### config.mk
export PLATFORM = sky130hd
export DESIGN_NAME = func_sweep_ctrl
export DESIGN_NICKNAME = d
export VERILOG_FILES = /design/src/rtl/func_sweep_ctrl.sv
export SDC_FILE = /design/constraint.sdc
export NUM_CORES = 1
export LEC_CHECK = 0
export BUFFER_PORTS_ARGS = -buffer_cell sky130_fd_sc_hd__buf_2
export CAP_MARGIN = 20
export CORE_ASPECT_RATIO = 0.75
export CORE_MARGIN = 1
export CORE_UTILIZATION = 55
export CTS_CLUSTER_DIAMETER = 40
export DETAILED_ROUTE_END_ITERATION = 7
export MAX_ROUTING_LAYER = met4
export PLACE_DENSITY = 0.83
export RECOVER_POWER = 50
export SLEW_MARGIN = 30
export SYNTH_ARGS = -nofsm -noshare
export SYNTH_HDL_FRONTEND = slang
export SYNTH_SLANG_ARGS = --single-unit
### constraint.sdc
create_clock -name clk -period 2.5 [get_ports clk]
set_clock_uncertainty 0.1 [all_clocks]
set_input_delay 0.375 -clock clk [delete_from_list [all_inputs] [get_ports clk]]
set_output_delay 0.375 -clock clk [all_outputs]
set_load 0.005 [all_outputs]
### src/rtl/func_sweep_ctrl.sv
// Exhaustive-sweep controller: walks every input code, samples three function variants, accumulates results.
// Optional golden-table check enabled by defining FUNC_SWEEP_GOLDEN_EN.
module func_sweep_ctrl #(
  parameter int unsigned           N      = 4,
  parameter int unsigned           SETTLE = 1,
  parameter logic [(1<<N)-1:0]     GOLDEN = 16'h56E2
) (
  input  logic                 clk,
  input  logic                 rst,
  input  logic                 start,
  input  logic                 abort,
  input  logic                 out_g,
  input  logic                 out_d,
  input  logic                 out_b,
  output logic [N-1:0]         in_vec,
  output logic                 busy,
  output logic                 done,
  output logic [(1<<N)-1:0]    truth,
  output logic [(1<<N)-1:0]    mism,
  output logic [N:0]           err_cnt,
  output logic [N-1:0]         first_fail,
  output logic                 fail_vld,
  output logic                 res_vld
);

  localparam int unsigned W  = 1 << N;
  localparam int unsigned EW = N + 1;
  localparam int unsigned CW = 4;
  localparam logic [N-1:0] LAST_CODE = {N{1'b1}};

  typedef enum logic [1:0] {
    S_IDLE   = 2'd0,
    S_DRIVE  = 2'd1,
    S_SAMPLE = 2'd2,
    S_DONE   = 2'd3
  } state_t;

  state_t          state_q, state_d;
  logic [CW-1:0]   cnt_q, cnt_d;
  logic [N-1:0]    in_vec_q, in_vec_d;
  logic            busy_q, busy_d;
  logic            done_q, done_d;
  logic [W-1:0]    truth_q, truth_d;
  logic [W-1:0]    mism_q, mism_d;
  logic [EW-1:0]   err_cnt_q, err_cnt_d;
  logic [N-1:0]    first_fail_q, first_fail_d;
  logic            fail_vld_q, fail_vld_d;
  logic            res_vld_q, res_vld_d;
  logic            fail_c;

  // A code fails when the variants disagree (and, optionally, when they miss the golden table)
`ifdef FUNC_SWEEP_GOLDEN_EN
  always_comb begin
    fail_c = !((out_g == out_d) && (out_d == out_b)) || (out_b != GOLDEN[in_vec_q]);
  end
`else
  logic unused_golden;
  assign unused_golden = ^GOLDEN;

  always_comb begin
    fail_c = !((out_g == out_d) && (out_d == out_b));
  end
`endif

  always_ff @(posedge clk or posedge rst) begin
    if (rst) begin
      state_q      <= S_IDLE;
      cnt_q        <= '0;
      in_vec_q     <= '0;
      busy_q       <= 1'b0;
      done_q       <= 1'b0;
      truth_q      <= '0;
      mism_q       <= '0;
      err_cnt_q    <= '0;
      first_fail_q <= '0;
      fail_vld_q   <= 1'b0;
      res_vld_q    <= 1'b0;
    end else begin
      state_q      <= state_d;
      cnt_q        <= cnt_d;
      in_vec_q     <= in_vec_d;
      busy_q       <= busy_d;
      done_q       <= done_d;
      truth_q      <= truth_d;
      mism_q       <= mism_d;
      err_cnt_q    <= err_cnt_d;
      first_fail_q <= first_fail_d;
      fail_vld_q   <= fail_vld_d;
      res_vld_q    <= res_vld_d;
    end
  end

  always_comb begin
    state_d      = state_q;
    cnt_d        = cnt_q;
    in_vec_d     = in_vec_q;
    truth_d      = truth_q;
    mism_d       = mism_q;
    err_cnt_d    = err_cnt_q;
    first_fail_d = first_fail_q;
    fail_vld_d   = fail_vld_q;
    res_vld_d    = res_vld_q;

    if (abort) begin
      // Abort wins over everything; partial results are frozen, never marked valid
      state_d   = S_IDLE;
      res_vld_d = 1'b0;
    end else begin
      unique case (state_q)
        S_IDLE: begin
          if (start) begin
            truth_d      = '0;
            mism_d       = '0;
            err_cnt_d    = '0;
            first_fail_d = '0;
            fail_vld_d   = 1'b0;
            res_vld_d    = 1'b0;
            cnt_d        = CW'(SETTLE);
            state_d      = S_DRIVE;
          end
        end
        S_DRIVE: begin
          if (cnt_q <= CW'(1)) begin
            state_d = S_SAMPLE;
          end else begin
            cnt_d = cnt_q - CW'(1);
          end
        end
        S_SAMPLE: begin
          truth_d[in_vec_q] = out_b;
          if (fail_c) begin
            mism_d[in_vec_q] = 1'b1;
            err_cnt_d        = err_cnt_q + EW'(1);
            if (!fail_vld_q) begin
              first_fail_d = in_vec_q;
              fail_vld_d   = 1'b1;
            end
          end
          if (in_vec_q == LAST_CODE) begin
            state_d = S_DONE;
          end else begin
            in_vec_d = in_vec_q + N'(1);
            cnt_d    = CW'(SETTLE);
            state_d  = S_DRIVE;
          end
        end
        S_DONE: begin
          res_vld_d = 1'b1;
          state_d   = S_IDLE;
        end
        default: state_d = S_IDLE;
      endcase
    end

    if (state_d == S_IDLE) begin
      in_vec_d = '0;
    end
    busy_d = (state_d == S_DRIVE) || (state_d == S_SAMPLE);
    done_d = (state_d == S_DONE);
  end

  assign in_vec     = in_vec_q;
  assign busy       = busy_q;
  assign done       = done_q;
  assign truth      = truth_q;
  assign mism       = mism_q;
  assign err_cnt    = err_cnt_q;
  assign first_fail = first_fail_q;
  assign fail_vld   = fail_vld_q;
  assign res_vld    = res_vld_q;

endmodule

==> results of run 1 <==
==> report_power, final <==
part	switching [mW]	internal, mW
Sequential	0.0726	0.956
Clock	0.293	0.299
Combinational	0.278	0.168
Total	0.644	1.42
==> kinds of logic after synthesis <==
family | Yosys count | synth area share [%]
AOI/OAI and AO/OA | 73 | 17.17
xor gates and xnor gates | 2 | 0.6310
adders and majority gates | 9 | 4.056
buffers and inverters | 29 | 5.679
DFF | 55 | 49.57
muxes | 5 | 1.848
and+or+nand+nor | 110 | 21.05
==> timing repair <==
item | in CTS | in global routing
setup endpoints to repair | 0 | 0
hold endpoints to repair | 17 | 0
hold buffers | 1 | 0
buffers inserted | 0 | 0
==> critical path, cell delays in order, from the launching register on <==
cell       delay (ns)
dfrtp_1          0.48
ha_1             0.41
nand3_1          0.23
nand2_1          0.23
a2bb2oi_1        0.36
mux2_2           0.38
==> synthesized netlist by cell type (2+ instances only) <==
cell / instances
a211o_1: 2
a21oi_1: 16
a22o_1: 4
a31oi_1: 2
and2_1: 2
and3_1: 3
and4_1: 2
buf_1: 2
buf_2: 8
buf_4: 4
clkbuf_1: 7
dfrtp_1: 55
ha_1: 9
inv_1: 6
mux2i_1: 4
nand2_1: 25
nand2b_1: 6
nand3_1: 26
nand4_1: 14
nor2_1: 13
nor2b_1: 3
nor3_1: 4
nor3b_1: 3
o21ai_0: 26
o21ai_2: 10
o31ai_1: 2
xnor2_1: 2
==> flip-flops by register name, summed over array words and instances (netlist names) <==
name and flops:
done 1, res_vld 1, fail_vld 1, state_q 2, mism 16, truth 16, err_cnt 5, cnt_q 4
busy 1, first_fail 4, in_vec 4
==> final cells by class <==
cell class | count | area, µm²
sequential | 55 | 1376
fill | 382 | 1489
multi-input combinational | 199 | 1242
timing repair buffer | 65 | 336.6
inverter | 6 | 22.52
clock buffer | 5 | 68.82
clock inverter | 3 | 43.79
tap | 57 | 71.32
==> routing by layer <==
metal / share of wire, % / vias up
met3: 6.6 / 6
met4: 0.47 / 0
met2: 46 / 85
met1: 47 / 1155
met5: 0 / -
li1: - / 1107
==> worst paths after layout <==
check,endpoint,slack [ns]
max,cnt_q[1],0.20
min reg2reg,mism[11],0.39
max in group asynchronous,done,0.84
max reg2reg,cnt_q[1],0.20
min in group asynchronous,mism[9],0.59
min,res_vld,0.21
==> through the flow <==
stage	instance area, µm²	std cells
floorplan	2776	283
global placement	3055	381
detailed placement	3055	381
CTS	3178	390
global route	3162	390
finish	3162	390
==> flow_summary.ini, run 1 <==
[yosys]
syn_inst = 283
synth_area_leaders = dfrtp_1, nand3_1, o21ai_0
netlist-cell-type-count = 50
async_flop_share_pct = 100.0
yosys.area.top_type = dfrtp_1
yosysSeqAreaShare_pct = 49.57
synthesis.nets = 299
yosysTopAreaCellShare_pct = 49.57
avgSynthCellArea_um2 = 9.811
yosys_warnings = 0
yosys_most_used_dff = dfrtp_1
ys_ff_latch = 55
syn-cell-area_um2 = 2776
synth_edf_count = 0

[route]
avgRoutedWirePerCell_um = 16.54
first_iter_violations = 218
dr_total_vias = 2353
drt_wl_total_um = 6449
ant_nets = 0
routed_via_density = 6.033
dr.pass1.iters = 7
drc_errors = 10

[timing]
clock.fmax_ghz = 0.4355
finalSetupTns_ns = 0
slew_headroom_pct = 55.36
grt_setup_unrepaired = false
setup_viol = 0
finalCritPeriodShare_pct = 91.85
fin_ws_ns = 0.2039
hold_viol = 0
slew_violations = 0
worst_pin_slew_ns = 0.6688
holdWs_ns = 0.2143
layout_min_cycle_time_ns = 2.296

[floorplanning]
fp.coreArea_um2 = 4651
die_y_um = 63.53
core.rowCount = 21
fp.dieW_um = 84.04
ios = 56
dieArea_um2 = 5339
start_util_pct = 59.70

[critical_path]
r2r_start = in_vec[1]
critPathArrivalTime_ns = 2.40
startpoint = in_vec[1]
start_kind = flop
crit_required_ns = 2.60
r2r_cells = 5
crit_type = flop to flop
cp-end-kind = flop
cp_max_fo = 10

[cells_and_area]
layout.nets = 348
drive_gt1_share_pct = 23.72
diodes = 0
syn_to_final_growth_pct = 13.88
layout_commonest_cell = dfrtp_1
final_util_pct = 67.98
layout_common_cells = dfrtp_1, buf_2, nand3_1, o21ai_0, nand2_1

[global_route]
first_global_vias = 2199
antenna_found_initial = 0
grt_max_degree = 35
grt.met3_usage_pct = 5.898
grt_busiest_layer = met2
grt_use_met2_pct = 39.55
gr-usage-met1_pct = 37.32
grt_remaining_overflow = 0
grt_use_total_pct = 26.50
grt_pass1_wl_um = 10790

[clocking]
cts_resized = 0
root_buffer = clkbuf_8
clk_pin_slew_ns = 0.10
clock_path_buffers = 2
h-tree-depth = 2
cts_sinks = 55
insertion_delay_ns = 0.31
tritoncts = yes
cts_buffers = 5

[min_path]
min_from = start
hold_path.class = input pin to flop
hold_depth = 2

[placement]
io_buffers = 55
dpl.hpwl_um = 4639
finalWeightedCongestion = 0.9105
pre_cts_ws_ns = 0.2827

[run_status]
failed_checks = DRC
status = finished with violations

[pwr]
powerDensity_nw_per_um2 = 653.7
ir_drop_v = 0.0005019
total_power_mw = 2.067
cellLeakagePower_nw = 1.522

[run]
cap_violations = 0
Note: power is estimated with default switching activity, not from simulation.
==> inputs of run 2 (changes only) <==
CORE_UTILIZATION = 59   (was 55)
PLACE_DENSITY = 0.88   (was 0.83)
clock period = 2.9 ns   (was 2.5 ns; I/O delays follow)
==> flow_summary.ini, run 2 (same netlist as run 1, synthesis figures left out) <==
[route]
dr_total_vias = 2270
drc_errors = 0
ant_nets = 0
drt_wl_total_um = 6245
routed_via_density = 5.896
avgRoutedWirePerCell_um = 16.22
first_iter_violations = 201
dr.pass1.iters = 5

[cells_and_area]
syn_to_final_growth_pct = 11.27
multi_input_area_um2 = 1242
diodes = 0
finalNonFillerCells = 385
layout_common_cells = dfrtp_1, buf_2, nand3_1, o21ai_0, clkbuf_1
layout_commonest_cell = dfrtp_1
fin_area_um2 = 3089
final_util_pct = 68.76
regArea_um2 = 1376
layout.nets = 343
n_fill_cell = 364
drive_gt1_share_pct = 17.99

[clocking]
clk_pin_slew_ns = 0.09
postCtsSetupRepairBufs = 0
cts_buffers = 5
h-tree-depth = 2
tritoncts = yes
root_buffer = clkbuf_8
cts_resized = 0
clock_path_buffers = 2
cts_sinks = 55
insertion_delay_ns = 0.32

[placement]
dp_cells = 376
pre_cts_ws_ns = 0.7137
placedInstanceArea_um2 = 3018
dpl.hpwl_um = 4498
finalWeightedCongestion = 0.9347
io_buffers = 55

[critical_path]
cp_max_fo = 10
critPathArrivalTime_ns = 2.38
crit_required_ns = 3.00
crit_type = flop to flop
cp-end-kind = flop
start_kind = flop

[global_route]
antenna_found_initial = 0
grt_max_degree = 35
grt_pass1_wl_um = 9963
grt_remaining_overflow = 0
first_global_vias = 2049
grt_use_total_pct = 28.11

[pwr]
total_power_mw = 1.719
ir_drop_v = 0.0005747
powerDensity_nw_per_um2 = 556.3
cellLeakagePower_nw = 1.422

[run_status]
status = complete, no violations

[run]
cap_violations = 0

[timing]
hold_viol = 0
clock.fmax_ghz = 0.4396
slew_violations = 0
finalSetupTns_ns = 0
slew_headroom_pct = 44.10
fin_ws_ns = 0.6254
layout_min_cycle_time_ns = 2.275
grt_setup_unrepaired = false
holdWs_ns = 0.2693
worst_pin_slew_ns = 0.8386
finalCritPeriodShare_pct = 78.44
setup_viol = 0

[floorplanning]
fp.dieW_um = 81.21
start_util_pct = 61.79
core.rowCount = 21
ios = 56
fp.coreArea_um2 = 4493
die_y_um = 61.41
dieArea_um2 = 4987

[min_path]
hold_path.class = input pin to flop
==> run 2: cell types whose count changed in the layout (fill, tap and decap cells not counted), sizes merged <==
cell / previous run / this run
buf: 52 / 32
clkbuf: 17 / 33
bufinv: 1 / 0
clkinv: 2 / 1
clkinvlp: 0 / 1
==> run 2: layer usage <==
metal,routed length [µm],track usage (%),vias to the layer above
met3,361,4.593,7
met2,2925,42.50,81
li1,-,-,1093
met4,68,9.694,0
met1,2891,38.72,1089
met5,0,-,-
==> run 2: worst paths after layout <==
path | start | slack, ns | cells past startpoint | end
max in group asynchronous | rst | 0.95 | 4 | truth[0]
max reg2reg | in_vec[1] | 0.63 | 5 | cnt_q[1]
min reg2reg | mism[4] | 0.39 | 2 | mism[4]
min in group asynchronous | rst | 0.60 | 3 | mism[5]
max | in_vec[1] | 0.63 | 5 | cnt_q[1]
min | start | 0.27 | 2 | res_vld
==> run 2: report_power, final <==
group / leakage [nW] / switching (mW) / internal [mW] / total (mW)
logic: 0.619 / 0.239 / 0.139 / 0.379
registers: 0.756 / 0.0612 / 0.824 / 0.886
clock network: 0.0474 / 0.259 / 0.195 / 0.454
total: 1.42 / 0.559 / 1.16 / 1.72
==> run 2: area by class of cell <==
class	instances	share of cell area, %
clock buffer	6	2.673
clock inverter	2	0.5265
inverter	6	0.7290
multi-input combinational	199	40.22
sequential	55	44.55
tap	57	2.309
timing repair buffer	60	8.991
==> run 2: worst max-delay path: stages (launching register included) <==
cell       delay (ns)
dfrtp_1          0.47
ha_1             0.39
nand3_1          0.22
nand2_1          0.22
a2bb2oi_1        0.39
mux2_2           0.38
==> run 2: what timing repair did <==
item | in CTS | in global routing
setup endpoints to repair | 0 | 0
hold buffers | 1 | 0
hold endpoints to repair | 14 | 0
==> inputs of run 3 (changes only) <==
CORE_UTILIZATION = 55   (was 59)
PLACE_DENSITY = 0.83   (was 0.88)
clock period = 2.3 ns   (was 2.9 ns; I/O delays follow)
==> flow_summary.ini, run 3 (same netlist as run 1, synthesis figures left out) <==
[run_status]
status = finished with violations
failed_checks = DRC

[timing]
clock.fmax_ghz = 0.4823
setup_viol = 0
grt_setup_unrepaired = false
finalSetupTns_ns = 0
slew_violations = 0
finalCritPeriodShare_pct = 90.16
hold_viol = 0
layout_min_cycle_time_ns = 2.074
slew_headroom_pct = 31.16
fin_ws_ns = 0.2264
worst_pin_slew_ns = 1.032

[cells_and_area]
diodes = 0
drive_gt1_share_pct = 22.39
layout_commonest_cell = dfrtp_1
layout.nets = 350
layout_common_cells = dfrtp_1, buf_2, nand3_1, o21ai_0, nand2_1
finalNonFillerCells = 392
syn_to_final_growth_pct = 13.43
n_fill_cell = 389

[route]
routed_via_density = 6.056
dr.pass1.iters = 8
drc_errors = 10
avgRoutedWirePerCell_um = 16.48
first_iter_violations = 154
ant_nets = 0
drt_wl_total_um = 6460
dr_total_vias = 2374

[pwr]
ir_drop_v = 0.0006189
total_power_mw = 2.159
cellLeakagePower_nw = 1.490
powerDensity_nw_per_um2 = 685.6

[floorplanning]
start_util_pct = 59.70
fp.dieW_um = 84.04
ios = 56
fp.coreArea_um2 = 4651
dieArea_um2 = 5339
core.rowCount = 21
die_y_um = 63.53

[critical_path]
crit_required_ns = 2.40
cp-end-kind = flop
cp_max_fo = 7
r2r_start = in_vec[1]
critPathArrivalTime_ns = 2.17
crit_type = flop to flop
startpoint = in_vec[1]
start_kind = flop

[clocking]
tritoncts = yes
root_buffer = clkbuf_8
cts_sinks = 55
cts_resized = 0
clk_pin_slew_ns = 0.10
postCtsSetupRepairBufs = 0
h-tree-depth = 2
clock_path_buffers = 2
cts_buffers = 5
insertion_delay_ns = 0.30

[placement]
finalWeightedCongestion = 0.9058
dpl.hpwl_um = 4583
pre_cts_ws_ns = 0.2747
io_buffers = 55
dp_cells = 383

[global_route]
grt_use_total_pct = 26.28
grt_remaining_overflow = 0
first_global_vias = 2136
grt_pass1_wl_um = 10610
grt_max_degree = 35
antenna_found_initial = 0

[run]
cap_violations = 0

[min_path]
hold_path.class = input pin to flop
min_from = start
## run 3: routing by layer
layer  part of all wire [%]  GRT usage (%)
met1                     46          36.99
met2                     46          39.75
met3                    7.5          5.242
met4                    1.1          5.603
met5                      0              -
## run 3: final cells by class
| cell class | count | area [µm²] | share of cell area, % |
|---|---|---|---|
| Clock inverter | 3 | 23.77 | 0.7549 |
| Inverter | 6 | 22.52 | 0.7151 |
| Tap cell | 57 | 71.32 | 2.265 |
| Sequential cell | 55 | 1376 | 43.70 |
| Clock buffer | 5 | 68.82 | 2.185 |
| Multi-Input combinational cell | 199 | 1242 | 39.45 |
| Timing Repair Buffer | 67 | 344.1 | 10.93 |
## run 3: per-stage QoR
stage          cell area, µm²  hold slack, ns  util, %
4_1_cts                  3173          0.1771    68.23
3_3_place_gp             3070          0.3298    66.02
5_1_grt                  3149          0.2109    67.72
3_5_place_dp             3070          0.3295    66.02
2_1_floorplan            2776          0.3361        -
6_report                 3149          0.1942    67.72
## run 3: path summary, 6_finish.rpt
| path | endpoint | slack, ns | cells after the start |
|---|---|---|---|
| max | cnt_q[1] | 0.23 | 5 |
| min | res_vld | 0.19 | 2 |
| max in group asynchronous | mism[11] | 0.46 | 4 |
| min reg2reg | mism[1] | 0.38 | 2 |
| max reg2reg | cnt_q[1] | 0.23 | 5 |
| min in group asynchronous | err_cnt[3] | 0.72 | 3 |
## run 3: worst max-delay path, stage by stage (launching register included)
cell	delay (ns)
dfrtp_1	0.46
ha_1	0.23
nand3_1	0.17
nand2_1	0.23
a2bb2oi_1	0.40
mux2_2	0.38
## run 3: timing repair
item,in CTS,in global routing
hold buffers,1,0
endpoints found under the setup margin,0,0
endpoints found under the hold margin,25,0
## run 3: power breakdown
| part | internal [mW] | switching [mW] |
|---|---|---|
| combinational | 0.186 | 0.307 |
| sequential | 1.04 | 0.0788 |
| clock | 0.218 | 0.329 |
| total | 1.44 | 0.715 |
